===== src/rtl/wc_pkg.sv =====
// rtl/wc_pkg.sv - shared constants and load-state type for the wc_in_loader slice
// Holds word/kernel/tile sizes, index and tile-counter widths, terminal index
// values and the loader state enum.
package wc_pkg;
    localparam int DW    = 10;
    localparam int KN    = 9;
    localparam int TN    = 25;
    localparam int IDX_W = 5;
    localparam int CNT_W = 16;

    localparam logic [IDX_W-1:0] K_LAST = IDX_W'(KN - 1);
    localparam logic [IDX_W-1:0] T_LAST = IDX_W'(TN - 1);

    typedef enum logic [1:0] {
        LOAD_W = 2'd0,
        LOAD_X = 2'd1,
        FULL   = 2'd2
    } load_state_t;
endpackage


===== src/rtl/wc_in_loader_if.sv =====
// rtl/wc_in_loader_if.sv - word stream in, tile snapshot out
// Ports: in_valid/in_data/in_ready (word stream into the loader),
//        x_flat/tile_valid/tile_ready (tile hold buffer towards the core).
// slave is the loader side, master is the upstream/core side.
interface wc_in_loader_if;
    import wc_pkg::*;

    logic             in_valid;
    logic [DW-1:0]    in_data;
    logic             in_ready;
    logic [TN*DW-1:0] x_flat;
    logic             tile_valid;
    logic             tile_ready;

    modport slave (
        input  in_valid, in_data, tile_ready,
        output in_ready, x_flat, tile_valid
    );

    modport master (
        output in_valid, in_data, tile_ready,
        input  in_ready, x_flat, tile_valid
    );
endinterface


===== src/rtl/wc_word_buf.sv =====
// rtl/wc_word_buf.sv - indexed register bank with flattened output
// Ports: clk, rst (async active-low clear), we (write enable), idx (slot),
//        din (word), flat (all N slots, slot k at flat[k*DW +: DW]).
module wc_word_buf #(
    parameter int N  = 9,
    parameter int DW = 10,
    parameter int IW = 5
) (
    input  logic            clk,
    input  logic            rst,
    input  logic            we,
    input  logic [IW-1:0]   idx,
    input  logic [DW-1:0]   din,
    output logic [N*DW-1:0] flat
);

    always_ff @(posedge clk or negedge rst) begin
        if (!rst) begin
            flat <= '0;
        end else if (we) begin
            for (int k = 0; k < N; k++) begin
                if (idx == IW'(k)) begin
                    flat[k*DW +: DW] <= din;
                end
            end
        end
    end

endmodule


===== src/rtl/wc_in_loader.sv =====
// rtl/wc_in_loader.sv - kernel/tile loader feeding the WC_5_3 Winograd core
// Ports: clk, rst (async active-low), ld (word stream in, tile hold buffer out),
//        w_reload (kernel reload request), w_flat (3x3 kernel), w_loaded
//        (kernel complete), tile_cnt (tiles handed to the core, wrapping).
module wc_in_loader
    import wc_pkg::*;
(
    input  logic                 clk,
    input  logic                 rst,
    wc_in_loader_if.slave        ld,
    input  logic                 w_reload,
    output logic [KN*DW-1:0]     w_flat,
    output logic                 w_loaded,
    output logic [CNT_W-1:0]     tile_cnt
);

    load_state_t      state_q, state_d;
    logic [IDX_W-1:0] w_idx_q, w_idx_d;
    logic [IDX_W-1:0] x_idx_q, x_idx_d;
    logic             w_loaded_d;

    logic             accept;
    logic             tile_hs;
    logic             hold_free;
    logic             kernel_we;
    logic             fill_we;
    logic             copy;
    logic [TN*DW-1:0] fill_flat;
    logic [TN*DW-1:0] copy_data;

    assign ld.in_ready = (state_q != FULL);
    assign accept      = ld.in_valid && ld.in_ready;
    assign tile_hs     = ld.tile_valid && ld.tile_ready;
    // The hold buffer can take a new tile if it is empty or is being consumed now.
    assign hold_free   = !ld.tile_valid || ld.tile_ready;

    // On the last-word edge the fill bank has not yet captured word 24, so
    // the snapshot takes it straight from the input bus.
    assign copy_data = (state_q == FULL) ? fill_flat
                                         : {ld.in_data, fill_flat[(TN-1)*DW-1:0]};

    wc_word_buf #(.N(KN), .DW(DW), .IW(IDX_W)) u_kernel_buf (
        .clk  (clk),
        .rst  (rst),
        .we   (kernel_we),
        .idx  (w_idx_q),
        .din  (ld.in_data),
        .flat (w_flat)
    );

    wc_word_buf #(.N(TN), .DW(DW), .IW(IDX_W)) u_fill_buf (
        .clk  (clk),
        .rst  (rst),
        .we   (fill_we),
        .idx  (x_idx_q),
        .din  (ld.in_data),
        .flat (fill_flat)
    );

    always_comb begin
        state_d    = state_q;
        w_idx_d    = w_idx_q;
        x_idx_d    = x_idx_q;
        w_loaded_d = w_loaded;
        kernel_we  = 1'b0;
        fill_we    = 1'b0;
        copy       = 1'b0;

        case (state_q)
            LOAD_W: begin
                if (accept) begin
                    kernel_we = 1'b1;
                    if (w_idx_q == K_LAST) begin
                        w_idx_d    = '0;
                        w_loaded_d = 1'b1;
                        state_d    = LOAD_X;
                    end else begin
                        w_idx_d = w_idx_q + IDX_W'(1);
                    end
                end
            end
            LOAD_X: begin
                // Reload only between tiles; a word offered in the same cycle
                // is dropped rather than landing in either bank.
                if (w_reload && (x_idx_q == '0)) begin
                    w_loaded_d = 1'b0;
                    w_idx_d    = '0;
                    state_d    = LOAD_W;
                end else if (accept) begin
                    fill_we = 1'b1;
                    if (x_idx_q == T_LAST) begin
                        if (hold_free) begin
                            copy    = 1'b1;
                            x_idx_d = '0;
                        end else begin
                            state_d = FULL;
                        end
                    end else begin
                        x_idx_d = x_idx_q + IDX_W'(1);
                    end
                end
            end
            FULL: begin
                // Index stays parked at its terminal value until the release.
                if (tile_hs) begin
                    copy    = 1'b1;
                    x_idx_d = '0;
                    state_d = LOAD_X;
                end
            end
            default: begin
                state_d = LOAD_W;
            end
        endcase
    end

    always_ff @(posedge clk or negedge rst) begin
        if (!rst) begin
            state_q  <= LOAD_W;
            w_idx_q  <= '0;
            x_idx_q  <= '0;
            w_loaded <= 1'b0;
        end else begin
            state_q  <= state_d;
            w_idx_q  <= w_idx_d;
            x_idx_q  <= x_idx_d;
            w_loaded <= w_loaded_d;
        end
    end

    always_ff @(posedge clk or negedge rst) begin
        if (!rst) begin
            ld.x_flat     <= '0;
            ld.tile_valid <= 1'b0;
            tile_cnt      <= '0;
        end else begin
            if (copy) begin
                ld.x_flat <= copy_data;
            end
            if (copy) begin
                ld.tile_valid <= 1'b1;
            end else if (tile_hs) begin
                ld.tile_valid <= 1'b0;
            end
            if (tile_hs) begin
                tile_cnt <= tile_cnt + 1'b1;
            end
        end
    end

endmodule

===== src/flat_wrapper.sv =====
// flat-port wrapper written by rule: the top's interface ports become plain ports
module wc_in_loader_flat import wc_pkg::*;
  (clk, rst, w_reload, w_flat, w_loaded, tile_cnt, ld_in_valid, ld_in_data, ld_tile_ready, ld_in_ready, ld_x_flat, ld_tile_valid);
  wc_in_loader_if ld_i ();
  input  logic clk;
  input  logic rst;
  input  logic w_reload;
  output logic [KN*DW-1:0] w_flat;
  output logic w_loaded;
  output logic [CNT_W-1:0] tile_cnt;
  input wire logic [$bits(ld_i.in_valid)-1:0] ld_in_valid;
  input wire logic [$bits(ld_i.in_data)-1:0] ld_in_data;
  input wire logic [$bits(ld_i.tile_ready)-1:0] ld_tile_ready;
  output wire logic [$bits(ld_i.in_ready)-1:0] ld_in_ready;
  output wire logic [$bits(ld_i.x_flat)-1:0] ld_x_flat;
  output wire logic [$bits(ld_i.tile_valid)-1:0] ld_tile_valid;
  assign ld_i.in_valid = ld_in_valid;
  assign ld_i.in_data = ld_in_data;
  assign ld_i.tile_ready = ld_tile_ready;
  assign ld_in_ready = ld_i.in_ready;
  assign ld_x_flat = ld_i.x_flat;
  assign ld_tile_valid = ld_i.tile_valid;
  wc_in_loader u_core (.clk(clk), .rst(rst), .ld(ld_i), .w_reload(w_reload), .w_flat(w_flat), .w_loaded(w_loaded), .tile_cnt(tile_cnt));
endmodule

===== config.mk =====
export PLATFORM = sky130hd
export DESIGN_NAME = wc_in_loader_flat
export DESIGN_NICKNAME = d
export VERILOG_FILES = /design/src/rtl/wc_pkg.sv /design/src/rtl/wc_in_loader_if.sv /design/src/rtl/wc_word_buf.sv /design/src/rtl/wc_in_loader.sv /design/src/flat_wrapper.sv
export SDC_FILE = /design/constraint.sdc
export NUM_CORES = 1
export LEC_CHECK = 0
export ABC_AREA = 1
export BUFFER_PORTS_ARGS = -buffer_cell sky130_fd_sc_hd__buf_2
export CORE_UTILIZATION = 57
export DETAILED_ROUTE_END_ITERATION = 7
export PLACE_DENSITY_LB_ADDON = 0.05
export SLEW_MARGIN = 20
export SYNTH_ARGS = -nofsm -noshare
export SYNTH_HDL_FRONTEND = slang
export SYNTH_HIERARCHICAL = 1
export SYNTH_SLANG_ARGS = --single-unit

===== constraint.sdc =====
create_clock -name clk -period 2.6 [get_ports clk]
set_clock_uncertainty 0.1 [all_clocks]
set_input_delay 0.13 -clock clk [delete_from_list [all_inputs] [get_ports clk]]
set_output_delay 0.13 -clock clk [all_outputs]
set_load 0.05 [all_outputs]

== Word-level counts from Yosys, hierarchy flattened ==
Cells that the tools add are included.

* Register bits after elaboration: 620
* Latch bits: 0
* RAM bits: 0
* ROM bits: 0
* Input bits: 15
* Output and inout port bits: 359
* Logic and storage cells: 173
* Memories kept: 0

* $add $sub $neg: 3
* $mul: 0
* Div/mod/pow operators: 0
* $lt $le $gt $ge: 0
* Equal/unequal tests: 45
* Shift operators: 0
* Mux-type cells: 35
* Bitwise logic cells: 0
* Reduce and logical (&&, ||, !) cells: 49

{| class="wikitable"
|+ Operator list
! operator !! number
|-
| $mux 250 || 1
|-
| $reduce_and 2->1 || 34
|-
| $eq 5x4->1 const B || 9
|-
| $eq 5x5->1 const B || 9
|-
| $eq 5x3->1 const B || 8
|-
| $mux 5 || 8
|-
| $eq 5x2->1 const B || 4
|-
| $pmux 5 s2 || 2
|-
| $add 16x1->16 const B || 1
|-
| $mux 1 || 14
|-
| $mux 2 || 7
|-
| $add 5x1->5 const B || 2
|-
| $eq 5x1->1 const B || 2
|-
| $logic_not 5->1 || 2
|-
| $ne 2x1->1 const B || 5
|-
| $ne 3x1->1 const B || 2
|-
| $pmux 2 s3 || 1
|-
| $reduce_and 6->1 || 1
|-
| $reduce_bool 2->1 || 3
|-
| $reduce_and 5->1 || 1
|-
| $ne 2x2->1 const B || 2
|-
| $pmux 1 s2 || 2
|-
| $reduce_and 4->1 || 1
|-
| $logic_and 1x1->1 || 3
|-
| 8 further kinds || 8
|}

== Depth between registers and ports, before layout ==
* Word-level depth: 8
* Mapped depth: 13
* Mapped depth without buffers: 12

== Modules after synthesis ==
Netlist, hierarchy kept.

{| class="wikitable"
|+ Modules (own cells, without submodules)
! module !! instances !! cells an instance !! area an instance (um^2) !! seq. area each (um^2)
|-
| wc_in_loader || 1 || 1,361 || 11,771.3 || 7,006.7
|-
| wc_word_buf (u_core.u_fill_buf) || 1 || 1,143 || 10,177.3 || 6,256.0
|-
| wc_word_buf (u_core.u_kernel_buf) || 1 || 418 || 3,746.1 || 2,252.2
|}

== Worst setup path before layout ==
No wires, ideal clock.

* Kind: register to register
* Start: reg u_core.state_q[0]
* End: reg u_core.u_fill_buf.flat[100]
* Setup time: 0.117 ns
* Data arrival time: 1.833 ns
* Data required time: 2.383 ns
* Setup slack: 0.549 ns
* Cell stages (with the launch flop): 12
* Path buffers: 1
* Clock period less this slack: 2.051 ns
* Cell sequence: dfrtp_1 inv_1 ha_1 inv_2 nand2_1 nor2_1 inv_1 nor2_4 buf_4 nand3_2 nand2_1 nand2_1

* Cells in the longest elaborated chain, start to end: 6
* Elaborated cells on any way between the ends: 7
* Classes of those cells: eq/ne: 2; mux: 3; reduce/logical: 2

{| class="wikitable"
|+ RTL lines
! item !! RTL line !! source
|-
| start, declared || wc_in_loader.sv:17 || <nowiki>load_state_t state_q, state_d;</nowiki>
|-
| start signal, assigned || wc_in_loader.sv:124 || <nowiki>state_q <= state_d;</nowiki>
|-
| $ne 2x2->1 || wc_in_loader.sv:31 || <nowiki>assign ld.in_ready = (state_q != FULL);</nowiki>
|-
| $logic_and 1x1->1 || wc_in_loader.sv:32 || <nowiki>assign accept = ld.in_valid && ld.in_ready;</nowiki>
|-
| $mux 1 || wc_in_loader.sv:89 || <nowiki>end else if (accept) begin</nowiki>
|-
| $mux 1 || wc_in_loader.sv:85 || <nowiki>if (w_reload && (x_idx_q == '0)) begin</nowiki>
|-
| $mux 1 * || wc_in_loader.sv:69 || <nowiki>case (state_q)</nowiki>
|-
| named net u_core.fill_we || wc_in_loader.sv:26 || <nowiki>logic fill_we;</nowiki>
|-
| $reduce_and 2->1 (no line) * || - ||
|-
| end signal, assigned by index || wc_word_buf.sv:23 || <nowiki>flat[k*DW +: DW] <= din;</nowiki>
|-
| end, declared || wc_word_buf.sv:14 || <nowiki>output logic [N*DW-1:0] flat</nowiki>
|}

The timed path passes the listed nets; every way through them passes the cells marked *.
A chain may end at the register's enable or synchronous reset.

== Final worst setup path ==
* Start: reg u_core.state_q[0]
* End: reg u_core.ld.x_flat[17]

* Cells in the longest elaborated chain, start to end: 5
* Elaborated cells on any way between the ends: 7
* Classes of those cells: eq/ne: 3; mux: 3; reduce/logical: 1

{| class="wikitable"
|+ RTL lines
! item !! RTL line !! source
|-
| $ne 2x2->1 || wc_in_loader.sv:31 ||
|-
| $logic_and 1x1->1 || wc_in_loader.sv:32 ||
|-
| $mux 1 || wc_in_loader.sv:89 ||
|-
| $mux 1 || wc_in_loader.sv:85 ||
|-
| $pmux 1 s2 * || wc_in_loader.sv:69 ||
|-
| end signal, assigned || wc_in_loader.sv:138 || <nowiki>ld.x_flat <= copy_data;</nowiki>
|-
| end, declared || wc_in_loader_if.sv:17 || <nowiki>output in_ready, x_flat, tile_valid</nowiki>
|}

Every way passes the cells marked *; elsewhere a longest branch is shown, timed or not.

==> metrics.txt <==
IO Pins=374; Die W=between 200 and 250 µm; RSZ-0062 raised after global routing=false; max_cap viols=0; P per Cell Area=961 nW/µm²; Routed Antenna Nets=0; Crit path arrival time=2.90 ns; mux cell area share after synthesis=0%; Least-Margin Pin Slew=~0.83 ns; core area=44,300 µm²; violation count after the first detailed-route iteration=2,196; Synth Cell Area=roughly 26,000 µm²; CP max-delay cell=dfrtp_1; Final Max Tran Viols=0; worst setup margin=0.154 ns; Layout Nets=3,294; Startpoint Class=register; number of port buffers=approximately 370; hold crit path type=in2reg; Logic pwr share=28.8%; Synth top area share=60.4%; part of the power in the clock network=between 30 and 40%; Psw=roughly 11 mW; Hold Fails Final Rpt=0; Tot Pwr=29.5 mW; Sw Ratio=between 30% and 40%; clk root buf=clkbuf_16; H-tree levels=2; Max Clk Rate=409 MHz; status=finished, final reports clean; WL/cell=18.7 µm; adder-cell share of the synthesized area=0.438%; synth warn=6; slew margin rel.=around 45%; Seq/Total Area, Yosys=60.4%; Post-Syn Nets=2,946; Required @ worst endpoint=approximately 3.1 ns; Layout area overhead=19.4%; worst r2r src=u_core/state_q[0]$_DFFE_PN0P_; Max clock buf depth=3; flop2flop setup slack=0.15 ns; worst path cell trace=inv_1 > ha_1 > inv_2 > nand2_1 > inv_2 > nand4_1 > nand2_8 > buf_16 > nand3_1 > nand2_1; setup TNS=0 ns; vias in the first global route=20,800; Die Ht=214 µm; compound-gate portion of the synthesized area=less than 1%; internal power=around 18 mW; pre-CTS setup slack=0.148 ns; leakage=17.8 nW; Rows=77; largest net degree at the start of global routing=129; Min Hold Slack=0.0806 ns; largest family of logic cells by synthesized area=simple AND/OR/NAND/NOR gates; grt total ovfl=0; final WL=73.4 mm; ranking of synthesized cells by area=dfrtp_1 60%, nand2_1 19%, nand3_1 12%, buf_2 1.6%, nand3_2 1.3%; diode count=0; Clk Latency, worst-skew pair=around 0.62 ns; Max IR drop VDD=1.50 mV; first-pass detailed-route iteration total=7; Setup crit end kind=register; Die ar.=45,900 µm²; Seq cells post-synth=620; fin crit period=~2.4 ns; Final Core Density=69.2%; Starting Density=58.0%; Slowest Stage Delay on Critical Path=0.39 ns; first-pass GRT wire length=117 mm; leading area contributor after synthesis=dfrtp_1; CTS tree=built; share of layout cells above drive strength 1=19.2%; most common cell after layout, fill and taps aside=nand2_1; GRT Util Overall=approximately 32%; crit-path max FO=109; clock sinks=620; DRC=0; Post-Synth Simple-Gate Area=33.9%; most frequent cells in the layout=1,305 x nand2_1, 620 x dfrtp_1, 611 x nand3_1; Hold Crit Start=ld_in_data[5]; DP Wirelength=46.6 mm; RD Place Congestion=0.862; Critical Path Start=u_core/state_q[0]$_DFFE_PN0P_; Vias=~22,000; crit path kind=reg2reg; Post-Synth XOR/XNOR Area=less than 1%; Worst-path clk slew=about 0.06 ns; syn_area_per_cell=8.79 µm²; setup bufs post-CTS=0; via/cell ratio=5.57; Cells after Synth=2,922; cts bufs inserted=61; initial antenna violation count=0; endpoints failing setup=0; fin crit share=between 90% and 100%; post-synth cell types=26; Flop pwr share=40.4%
## power groups by stage
stage | registers (mW) | logic (mW) | clock network (mW)
after global routing | 12.0 | 9.11 | 9.58
after detailed placement | 12.0 | 8.39 | 0
final | 11.9 | 8.48 | 9.08
after CTS | 11.9 | 8.43 | 9.18
after global placement | 12.0 | 8.24 | 0
after floorplan | 14.0 | 3.77 | 0
## cells by family (layout without fill, tap and decap cells)
logic type / after synthesis / in the layout
buffers and inverters: 244 / 644
AND/OR/NAND/NOR: 2027 / 2027
XOR/XNOR: 8 / 8
adder cells (fa/ha/maj): 9 / 9
AO/OA/AOI/OAI: 14 / 14
flip-flops: 620 / 620
## flip-flops by register name, summed over array words and instances, names as in the netlist
register                  count
u_core/ld.tile_valid          1
u_core/ld.x_flat            250
u_core/state_q                2
u_core/tile_cnt              16
u_core/u_fill_buf/flat      250
u_core/u_kernel_buf/flat     90
u_core/w_idx_q                5
u_core/w_loaded               1
u_core/x_idx_q                5
## worst paths after layout
kind	endpoint	depth (start not counted)
min in group asynchronous	u_core/u_kernel_buf/flat[25]$_DFFE_PN0P_	3
setup reg to reg	u_core/ld.x_flat[17]$_DFFE_PN0P_	10
setup / recovery	u_core/ld.x_flat[17]$_DFFE_PN0P_	10
hold / removal	u_core/u_fill_buf/flat[225]$_DFFE_PN0P_	3
hold reg to reg	u_core/ld.x_flat[50]$_DFFE_PN0P_	2
max in group asynchronous	u_core/u_kernel_buf/flat[24]$_DFFE_PN0P_	4
## through the flow
stage               std cells  instance area (µm²)
detailed placement       3785                28400
floorplan                2922                25700
global placement         3785                28400
global route             3914                30700
finish                   3914                30700
CTS                      3914                30700
## Yosys cell counts
| master | count |
|---|---|
| nand3b_1 | 3 |
| buf_4 | 27 |
| clkbuf_1 | 68 |
| nor3_1 | 4 |
| nand2_1 | 1305 |
| ha_1 | 9 |
| buf_2 | 84 |
| inv_1 | 38 |
| o21bai_1 | 1 |
| nor2_1 | 40 |
| nor2_4 | 6 |
| dfrtp_1 | 620 |
| inv_2 | 11 |
| buf_1 | 4 |
| buf_6 | 12 |
| nor2_2 | 10 |
| or2_2 | 1 |
| nand3_2 | 34 |
| a21oi_1 | 3 |
| xor2_1 | 5 |
| nand4_1 | 11 |
| o21ai_0 | 9 |
| o21ba_2 | 1 |
| nand3_1 | 611 |
| xnor2_1 | 3 |
| nand2_2 | 2 |
## worst max-delay path: cells and delay by family, from the launching register on
family / cells / cell delay (ns)
adder cells (fa/ha/maj): 1 / 0.23
buffers and inverters: 4 / 0.56
AND/OR/NAND/NOR: 5 / 0.91
flip-flops: 1 / 0.39
## per-layer routing
metal / global-route usage (%) / share of wire [%] / vias up
li1: - / - / 10100
met1: 47.9 / 44 / 10600
met2: 48.4 / 46 / 934
met3: 5.43 / 7.6 / 150
met4: 10.1 / 2.9 / 0
met5: 0 / 0 / -
## repair_timing
item                       in CTS  in global routing
setup endpoints to repair       0                 97
hold endpoints to repair      410                  0
resized for setup               0                  3
hold buffers                   14                  0
## layout make-up
type / count / area (µm²)
multi-input cells: 2058 / 9050
flip-flops and latches: 620 / 15500
repair buffers: 480 / 3090
clock buffers: 98 / 1900
clock inverters: 17 / 191
well taps: 592 / 741
fillers: 3577 / 13700
inverters: 49 / 185
Power figures use the tool's default switching activity.
